### config.mk
export PLATFORM = sky130hd
export DESIGN_NAME = stick_conditioner
export DESIGN_NICKNAME = d
export VERILOG_FILES = /design/src/rtl/stick_pkg.sv /design/src/rtl/stick_axis.sv /design/src/rtl/stick_conditioner.sv
export SDC_FILE = /design/constraint.sdc
export NUM_CORES = 1
export LEC_CHECK = 0
export BUFFER_PORTS_ARGS = -buffer_cell sky130_fd_sc_hd__clkbuf_2
export CAP_MARGIN = 20
export CELL_PAD_IN_SITES_DETAIL_PLACEMENT = 1
export CELL_PAD_IN_SITES_GLOBAL_PLACEMENT = 1
export CORE_MARGIN = 8
export CORE_UTILIZATION = 45
export CTS_CLUSTER_SIZE = 40
export DETAILED_ROUTE_END_ITERATION = 7
export GPL_TIMING_DRIVEN = 0
export PLACE_DENSITY = 0.77
export SYNTH_ARGS = -nofsm -noshare
export SYNTH_HDL_FRONTEND = slang
export SYNTH_HIERARCHICAL = 1
export SYNTH_SLANG_ARGS = --single-unit
### constraint.sdc
create_clock -name frame_clk -period 9.2 [get_ports frame_clk]
set_input_delay 1.84 -clock frame_clk [delete_from_list [all_inputs] [get_ports frame_clk]]
set_output_delay 1.84 -clock frame_clk [all_outputs]
set_load 0.02 [all_outputs]
### src/rtl/stick_pkg.sv
// Shared types and helpers for the analog stick conditioning path.
package stick_pkg;

    typedef enum logic [1:0] {
        CALIB = 2'd0,
        RUN   = 2'd1,
        STALE = 2'd2
    } state_t;

    localparam logic [7:0] STICK_CENTER = 8'd128;

    // Clamp a signed 10-bit result into the unsigned 8-bit stick range.
    function automatic logic [7:0] sat8(input logic signed [9:0] v);
        logic [7:0] r;
        if (v < 10'sd0) begin
            r = '0;
        end else if (v > 10'sd255) begin
            r = '1;
        end else begin
            r = v[7:0];
        end
        return r;
    endfunction

endpackage

### src/rtl/stick_axis.sv
// One stick axis: calibration accumulator, centre register, deadzone/saturate path, output register.
module stick_axis #(
    parameter int unsigned CALIB_FRAMES = 4,
    parameter int unsigned DEADZONE     = 8,
    parameter int unsigned STICK_CENTER = 128
) (
    input  logic       frame_clk,
    input  logic       Reset,
    input  logic [7:0] raw,
    input  logic       acc_clr,
    input  logic       acc_en,
    input  logic       centre_load,
    input  logic       out_en,
    input  logic       force_center,
    output logic [7:0] stick
);
    import stick_pkg::*;

    localparam int unsigned LOG2  = $clog2(CALIB_FRAMES);
    localparam int unsigned ACC_W = 8 + LOG2;
    localparam logic signed [9:0] DZ  = 10'(DEADZONE);
    localparam logic signed [9:0] CTR = 10'(STICK_CENTER);

    logic [ACC_W-1:0] acc_q, acc_d, acc_sum;
    logic [7:0]       centre_q, centre_d;
    logic [7:0]       stick_q, stick_d;
    logic signed [9:0] diff, adj, shifted;

    always_comb begin
        acc_sum  = acc_q + ACC_W'(raw);
        acc_d    = acc_q;
        centre_d = centre_q;
        if (acc_clr) begin
            acc_d = '0;
        end else if (acc_en) begin
            // Final sample goes straight into the centre; the accumulator is left empty.
            if (centre_load) begin
                centre_d = acc_sum[LOG2 +: 8];
                acc_d    = '0;
            end else begin
                acc_d = acc_sum;
            end
        end
    end

    always_comb begin
        diff = $signed({2'b00, raw}) - $signed({2'b00, centre_q});
        if (diff > DZ) begin
            adj = diff - DZ;
        end else if (diff < -DZ) begin
            adj = diff + DZ;
        end else begin
            adj = '0;
        end
        shifted = CTR + adj;

        stick_d = stick_q;
        if (force_center) begin
            stick_d = 8'(STICK_CENTER);
        end else if (out_en) begin
            stick_d = sat8(shifted);
        end
    end

    always_ff @(posedge frame_clk or posedge Reset) begin
        if (Reset) begin
            acc_q    <= '0;
            centre_q <= 8'(STICK_CENTER);
            stick_q  <= 8'(STICK_CENTER);
        end else begin
            acc_q    <= acc_d;
            centre_q <= centre_d;
            stick_q  <= stick_d;
        end
    end

    assign stick = stick_q;

endmodule

### src/rtl/stick_conditioner.sv
// Calibrates, deadzones and saturates raw stick samples; forces neutral when reports go stale.
module stick_conditioner #(
    parameter int unsigned CALIB_FRAMES = 4,
    parameter int unsigned DEADZONE     = 8,
    parameter int unsigned STALE_FRAMES = 8,
    parameter int unsigned STICK_CENTER = 128
) (
    input  logic       frame_clk,
    input  logic       Reset,
    input  logic [7:0] raw_x,
    input  logic [7:0] raw_y,
    input  logic       raw_valid,
    input  logic       recal,
    output logic [7:0] xstick,
    output logic [7:0] ystick,
    output logic       stick_valid,
    output logic       calibrated,
    output logic       stale
);
    import stick_pkg::*;

    localparam int unsigned CNT_W  = $clog2(CALIB_FRAMES) + 1;
    localparam int unsigned MISS_W = $clog2(STALE_FRAMES + 1);

    state_t            state_q, state_d;
    logic [CNT_W-1:0]  cnt_q, cnt_d;
    logic [MISS_W-1:0] miss_q, miss_d;
    logic              stick_valid_q, stick_valid_d;
    logic              calibrated_q, calibrated_d;
    logic              stale_q, stale_d;

    logic acc_clr, acc_en, centre_load, out_en, force_center;

    always_comb begin
        state_d       = state_q;
        cnt_d         = cnt_q;
        miss_d        = miss_q;
        stick_valid_d = 1'b0;
        calibrated_d  = calibrated_q;
        stale_d       = stale_q;
        acc_clr       = 1'b0;
        acc_en        = 1'b0;
        centre_load   = 1'b0;
        out_en        = 1'b0;
        force_center  = 1'b0;

        if (recal) begin
            state_d      = CALIB;
            cnt_d        = '0;
            miss_d       = '0;
            calibrated_d = 1'b0;
            stale_d      = 1'b0;
            acc_clr      = 1'b1;
            force_center = 1'b1;
        end else begin
            unique case (state_q)
                CALIB: begin
                    if (raw_valid) begin
                        acc_en = 1'b1;
                        cnt_d  = cnt_q + CNT_W'(1);
                        if (cnt_q == CNT_W'(CALIB_FRAMES - 1)) begin
                            centre_load  = 1'b1;
                            cnt_d        = '0;
                            miss_d       = '0;
                            calibrated_d = 1'b1;
                            state_d      = RUN;
                        end
                    end
                end
                RUN: begin
                    if (raw_valid) begin
                        out_en        = 1'b1;
                        stick_valid_d = 1'b1;
                        miss_d        = '0;
                    end else begin
                        if (miss_q != MISS_W'(STALE_FRAMES)) begin
                            miss_d = miss_q + MISS_W'(1);
                        end
                        if (miss_q >= MISS_W'(STALE_FRAMES - 1)) begin
                            state_d      = STALE;
                            stale_d      = 1'b1;
                            force_center = 1'b1;
                        end
                    end
                end
                STALE: begin
                    if (raw_valid) begin
                        out_en        = 1'b1;
                        stick_valid_d = 1'b1;
                        stale_d       = 1'b0;
                        miss_d        = '0;
                        state_d       = RUN;
                    end
                end
                default: begin
                    state_d = CALIB;
                end
            endcase
        end
    end

    always_ff @(posedge frame_clk or posedge Reset) begin
        if (Reset) begin
            state_q       <= CALIB;
            cnt_q         <= '0;
            miss_q        <= '0;
            stick_valid_q <= 1'b0;
            calibrated_q  <= 1'b0;
            stale_q       <= 1'b0;
        end else begin
            state_q       <= state_d;
            cnt_q         <= cnt_d;
            miss_q        <= miss_d;
            stick_valid_q <= stick_valid_d;
            calibrated_q  <= calibrated_d;
            stale_q       <= stale_d;
        end
    end

    stick_axis #(
        .CALIB_FRAMES(CALIB_FRAMES),
        .DEADZONE    (DEADZONE),
        .STICK_CENTER(STICK_CENTER)
    ) u_axis_x (
        .frame_clk   (frame_clk),
        .Reset       (Reset),
        .raw         (raw_x),
        .acc_clr     (acc_clr),
        .acc_en      (acc_en),
        .centre_load (centre_load),
        .out_en      (out_en),
        .force_center(force_center),
        .stick       (xstick)
    );

    stick_axis #(
        .CALIB_FRAMES(CALIB_FRAMES),
        .DEADZONE    (DEADZONE),
        .STICK_CENTER(STICK_CENTER)
    ) u_axis_y (
        .frame_clk   (frame_clk),
        .Reset       (Reset),
        .raw         (raw_y),
        .acc_clr     (acc_clr),
        .acc_en      (acc_en),
        .centre_load (centre_load),
        .out_en      (out_en),
        .force_center(force_center),
        .stick       (ystick)
    );

    assign stick_valid = stick_valid_q;
    assign calibrated  = calibrated_q;
    assign stale       = stale_q;

endmodule

==> Word-level counts from Yosys, hierarchy flattened <==
Index checks and enable logic that the tools add are counted.
Widths: inputs -> output; s select.
{ "totals": {"reg_bits": 64, "input_bits": 20, "output_inout_bits": 19} }
{ "classes": {"n_addsub": 12, "order_cmp": 9, "eq_ne": 10, "mux": 59, "bitwise_logic": 1, "n_reduce_logical": 15} }
{ "ops": {"columns": ["op", "count"], "rows": [
  ["$mux 10", 10],
  ["$mux 8", 8],
  ["$mux 4", 6],
  ["$mux 1", 22],
  ["$add 10x5->10 const B", 2],
  ["$add 10x8->10", 2],
  ["$add 9x10->10 const A", 2],
  ["$gt 10x5->1 const B", 2],
  ["$gt 10x9->1 const B", 2],
  ["$lt 10x1->1 const B", 2],
  ["$lt 10x4->1 const B", 2],
  ["$sub 10x5->10 const B", 2],
  ["$sub 8x8->9", 2],
  ["$ne 3x3->1 const B", 5],
  ["$mux 2", 6],
  ["$mux 3", 4],
  ["$pmux 4 s3", 1],
  ["$reduce_and 5->1", 2],
  ["$reduce_bool 2->1", 5],
  ["$ne 4x4->1 const B", 2],
  ["$pmux 2 s3", 1],
  ["$reduce_and 3->1", 2],
  ["$add 4x1->4 const B", 1],
  ["$ge 4x3->1 const B", 1],
  ["other kinds (12)", 12]
]} }

==> Logic depth before layout (Yosys ltp) <==
{ "logic_depth": {"depth_word": 10, "ltp_mapped": 19} }

==> Hierarchy <==
Netlist, hierarchy kept.
{ "by_module_without_submodules": {"columns": ["module", "instances", "cells_per_inst", "area_each_um2", "seq_area_each_um2"], "rows": [
  ["stick_axis (u_axis_x)", 1, 250, 2283.4, 653.1],
  ["stick_axis (u_axis_y)", 1, 220, 2050.7, 653.1],
  ["stick_conditioner", 1, 82, 714.4, 300.3]
]} }

==> Least setup slack after synthesis <==
Ideal clock, no wire load.
{ "synth_path": {"kind": "input to register", "startpoint": "input port raw_x[0]", "endpoint": "register u_axis_x.stick_q[5] (netlist: u_axis_x/stick[5])", "setup_time_ns": 0.137, "arrival_time_ns": 5.121, "required_ns": 9.063, "path_slack_ns": 3.942, "stages": 19, "path_buffers": 1, "path_cell_list": "inv_1 ha_1 inv_1 fa_1 a21oi_2 o21ai_1 xnor2_2 inv_1 ha_1 nand2_1 or3_1 o31ai_1 or3_1 a31oi_1 ha_1 or2_2 clkbuf_1 o32ai_1 nor3_1"} }
{ "synth_via": {"elab_chain_cells": 10, "elab_cells_between_ends": 14, "cone_classes": "add/sub: 4; order compare: 4; mux: 6"} }
{ "synth_rtl": {"columns": ["item", "line", "text"], "rows": [
  ["start, declared", "stick_conditioner.sv:10", "input logic [7:0] raw_x,"],
  ["$sub 8x8->9 *", "stick_axis.sv:47", "diff = $signed({2'b00, raw}) - $signed({2'b00, centre_q});"],
  ["$add 10x5->10 / $lt 10x4->1 (equally long branches)", "stick_axis.sv:51, stick_axis.sv:50", null],
  ["$mux 10", "stick_axis.sv:50", "end else if (diff < -DZ) begin"],
  ["$mux 10 *", "stick_axis.sv:48", "if (diff > DZ) begin"],
  ["$add 9x10->10 *", "stick_axis.sv:55", "shifted = CTR + adj;"],
  ["$gt 10x9->1", "stick_pkg.sv:17", "end else if (v > 10'sd255) begin"],
  ["$mux 8", "stick_pkg.sv:17", null],
  ["$mux 8 *", "stick_pkg.sv:15", "if (v < 10'sd0) begin"],
  ["$mux 8 *", "stick_axis.sv:60", "end else if (out_en) begin"],
  ["$mux 8 *", "stick_axis.sv:58", "if (force_center) begin"],
  ["end signal, assigned", "stick_axis.sv:69", "stick_q <= 8'(STICK_CENTER);"],
  ["end signal, assigned", "stick_axis.sv:73", "stick_q <= stick_d;"],
  ["end, declared", "stick_axis.sv:26", "logic [7:0] stick_q, stick_d;"]
]} }
Every way passes the cells marked *; elsewhere a longest branch is shown, timed or not. The select of a mux whose other input is x is not followed.
A chain may end at the register's enable or synchronous reset.

==> Worst setup path after layout <==
{ "layout_path": {"startpoint": "input port raw_x[0]", "endpoint": "register u_axis_x.stick_q[3] (netlist: u_axis_x/stick[3])"} }
The elaborated chain is that of the path after synthesis.

==> results.txt <==
Synth area leader = dfrtp_1
CP Max Fanout = 7
largest family of logic cells by synthesized area = compound AO/OA/AOI/OAI gates
worst slew pin tran = 0.762 ns
mux cell area share after synthesis = 1.76%
Seq pwr share = 37.5%
maximum clock path buffer count = 2
type of the worst min-delay path = reg2reg
Clock Power Share = 33.3%
slowest CP cell = fa_1
GPL Wtd Cong = 0.825
status = completed
nets = 674
max-cap violations = 0
diodes inserted = 0
number of routed nets with antenna violations = 0
Seq cells post-synth = 64
Mapped Area = 5050 um2
Critical Path RT = 9.43 ns
RSZ-0062 raised after global routing = no
hold_buf cts = 0
synthesized-area fraction occupied by adder cells = 13.0%
Clk Tree Root Cell = clkbuf_8
proportion of netlist area held by the largest area contributor = 29.7%
asr flop ratio synth = 100%
initial antenna violation count = 0
CTS Buf Count = 9
I/O pin total = 39
placed insts = 731
compound-cell area share of the yosys netlist = 24.7%
GR Util met3 = 3.01%
cell family with most CP delay = adder cells
DP Worst Slack = 3.30 ns
Cell Int Power = 528 uW
Fmax = 180 MHz
CP peak stage delay = 0.41 ns
Setup Fix Bufs, Post-CTS = 0
Die Area = 14900 um2
global routing usage on met2 = 32.1%
HPWL Detailed = 10.3 mm
VDD IR max = 89.5 uV
GRT busiest layer = met2
critical-path cell list = clkbuf_2, inv_1, ha_1, inv_1, fa_1, a21oi_2, o21ai_1, xnor2_2, inv_1, ha_1, nand2_1, or3_1, o31ai_1, or3_1, a31oi_1, ha_1, nor2_1, mux2i_1, a41oi_4, nor4_1
clock-pin slew on the worst setup and hold paths = 0.07 ns
htree depth = 3
drt drc = 0
Sw Ratio = 33.4%
wirelength, routed = 13.2 mm
Yosys Warn Count = 6
grt ovf = 0
Skew-Pair Late Insertion Delay = 0.35 ns
CP Capture Type = flop
Slew Viols, Final = 0
via count = 4298
Clock Skew = 0.0112 ns
DR vias/cell = 5.74
Die Wd = 122 um
final setup fails = 0
crit start category = input port
initial core utilization = 46.4%
CTS tree = built
Sink Count = 64
Rows = 38
vias in the first global route = 4542
Leakage = 2.59 nW
Final Hold Viols = 0
Final min period = 5.55 ns
top-count cell post-synth = dfrtp_1
EDFF count, synth = 0
Synth Instances = 552
Setup TNS = 0 ns
synthesized area per cell = 9.15 um2
grt met1 use = 22.9%
aggregate global-route resource usage = 18.7%
PostCTS Resize Cnt = 0
Core Footprint = 10900 um2
DR WL/cell = 17.6 um
pwr/cell area = 139 nW/um2
IO buf count = 38
synthesis-to-finish area growth = 12.7%
combinational power share = 29.2%
post-synth cell types = 76
Buf/Inv on CP = 4
global-route wire length before repair = 22.3 mm
fin crit share = 60.3%
post-route worst setup slack = 3.65 ns
Rel. slew slack = 49.0%
chip height = 122 um
XOR/XNOR Fraction of Synth Area = 7.39%
Commonest cells post-synth = 60 x dfrtp_1, 48 x inv_1, 46 x ha_1
Net Count, Synth = 622
First-pass DRT Iterations = 4
Seq/Total Area, Yosys = 31.8%
Top FF cell, synth = dfrtp_1
Iter 0 DRT Violations = 177
synth top area cells = dfrtp_1 30%, ha_1 11%, a21oi_1 3.7%, inv_1 3.6%, nor2_1 3.1%
largest net degree at the start of global routing = 27
Critical Path AT = 5.78 ns
Sw Pwr = 265 uW
Non-Filler Instances = 749
Post-Synth Simple-Gate Area = 16.5%
share of cells above drive strength 1 = 15.8%
type of the worst setup path = in2reg
-- routing by layer --
metal | share of wire [%] | vias to the layer above
met5 | 0 | -
met4 | 1.7 | 0
met1 | 45 | 2120
met3 | 2.4 | 16
met2 | 50 | 47
li1 | - | 2115
-- cell families (layout without fill, tap and decap cells) --
kind of cell | after synthesis | in the layout
AOI/OAI and AO/OA | 169 | 169
xor gates and xnor gates | 37 | 37
adders and majority gates | 50 | 50
buffers and inverters | 63 | 120
DFF | 64 | 64
muxes | 8 | 8
and+or+nand+nor | 161 | 161
-- layout make-up --
class                      instances  area, um2
fill                            1269       5200
sequential                        64       1610
clock buffer                      12        165
timing repair buffer              41        250
tap                              140        175
inverter                          48        180
multi-input combinational        425       3190
clock inverter                     4       51.3
buffer                            15       67.6
-- sequential cells by signal, indices dropped and copies added (netlist names), 2 cells and up --
| signal | cells |
|---|---|
| state_q | 2 |
| miss_q | 4 |
| cnt_q | 3 |
| u_axis_y/stick | 8 |
| u_axis_x/acc_q | 10 |
| u_axis_x/centre_q | 8 |
| u_axis_x/stick | 8 |
| u_axis_y/centre_q | 8 |
| u_axis_y/acc_q | 10 |
-- power groups by stage --
| stage | clock network [mW] | logic [mW] | registers, mW |
|---|---|---|---|
| after floorplan | 0 | 0.172 | 0.302 |
| after CTS | 0.272 | 0.229 | 0.297 |
| final | 0.264 | 0.232 | 0.297 |
| after global placement | 0 | 0.215 | 0.302 |
| after detailed placement | 0 | 0.225 | 0.303 |
| after global routing | 0.287 | 0.258 | 0.298 |
-- tightest hold or removal path, stage by stage (launching register included) --
cell and delay [ns]:
dfstp_2 0.37, nand2_1 0.04, o21ai_0 0.06
-- through the flow --
step                      hold slack (ns)  power (mW)  instance area (um2)  util [%]
after floorplan                     0.448       0.474                 5050         -
after global placement              0.468       0.517                 5410      49.7
after detailed placement            0.472       0.528                 5420      49.8
after CTS                           0.483       0.799                 5640      51.8
after global routing                0.503       0.844                 5690      52.3
final                               0.482       0.793                 5690      52.3
-- cells in the final DEF, fill, tap and decap left out, drive strengths merged, types with 4 or more instances in the layout --
| cell | synthesis | layout |
|---|---|---|
| xor2 | 15 | 15 |
| nand3 | 10 | 10 |
| o21ai | 31 | 31 |
| a21oi | 38 | 38 |
| clkbuf | 13 | 63 |
| a311oi | 6 | 6 |
| fa | 4 | 4 |
| o22ai | 7 | 7 |
| buf | 2 | 5 |
| a22oi | 6 | 6 |
| a32o | 7 | 7 |
| o21bai | 6 | 6 |
| nor2b | 10 | 10 |
| or3 | 9 | 9 |
| o21a | 4 | 4 |
| dfrtp | 60 | 60 |
| a31oi | 10 | 10 |
| nor4 | 5 | 5 |
| ha | 46 | 46 |
| mux2 | 7 | 7 |
| nand2 | 38 | 38 |
| a211o | 4 | 4 |
| nand2b | 10 | 10 |
| a211oi | 5 | 5 |
| a41oi | 4 | 4 |
| nand3b | 8 | 8 |
| nor3 | 9 | 9 |
| xnor2 | 22 | 22 |
| inv | 48 | 48 |
| dfstp | 4 | 4 |
| nor2 | 42 | 42 |
| a21o | 17 | 17 |
-- worst paths after layout --
path                                 startpoint  cells past startpoint                    to  slack [ns]
min in group asynchronous                 Reset                      2     u_axis_x/stick[4]        1.46
setup reg to reg           u_axis_x/centre_q[0]                     18     u_axis_x/stick[3]        4.93
max in group asynchronous                 Reset                      3  u_axis_y/centre_q[7]        7.17
hold reg to reg            u_axis_x/centre_q[7]                      2  u_axis_x/centre_q[7]        0.48
setup / recovery                       raw_x[0]                     20     u_axis_x/stick[3]        3.65
hold / removal             u_axis_x/centre_q[7]                      2  u_axis_x/centre_q[7]        0.48
(Power assumes the default switching activity.)
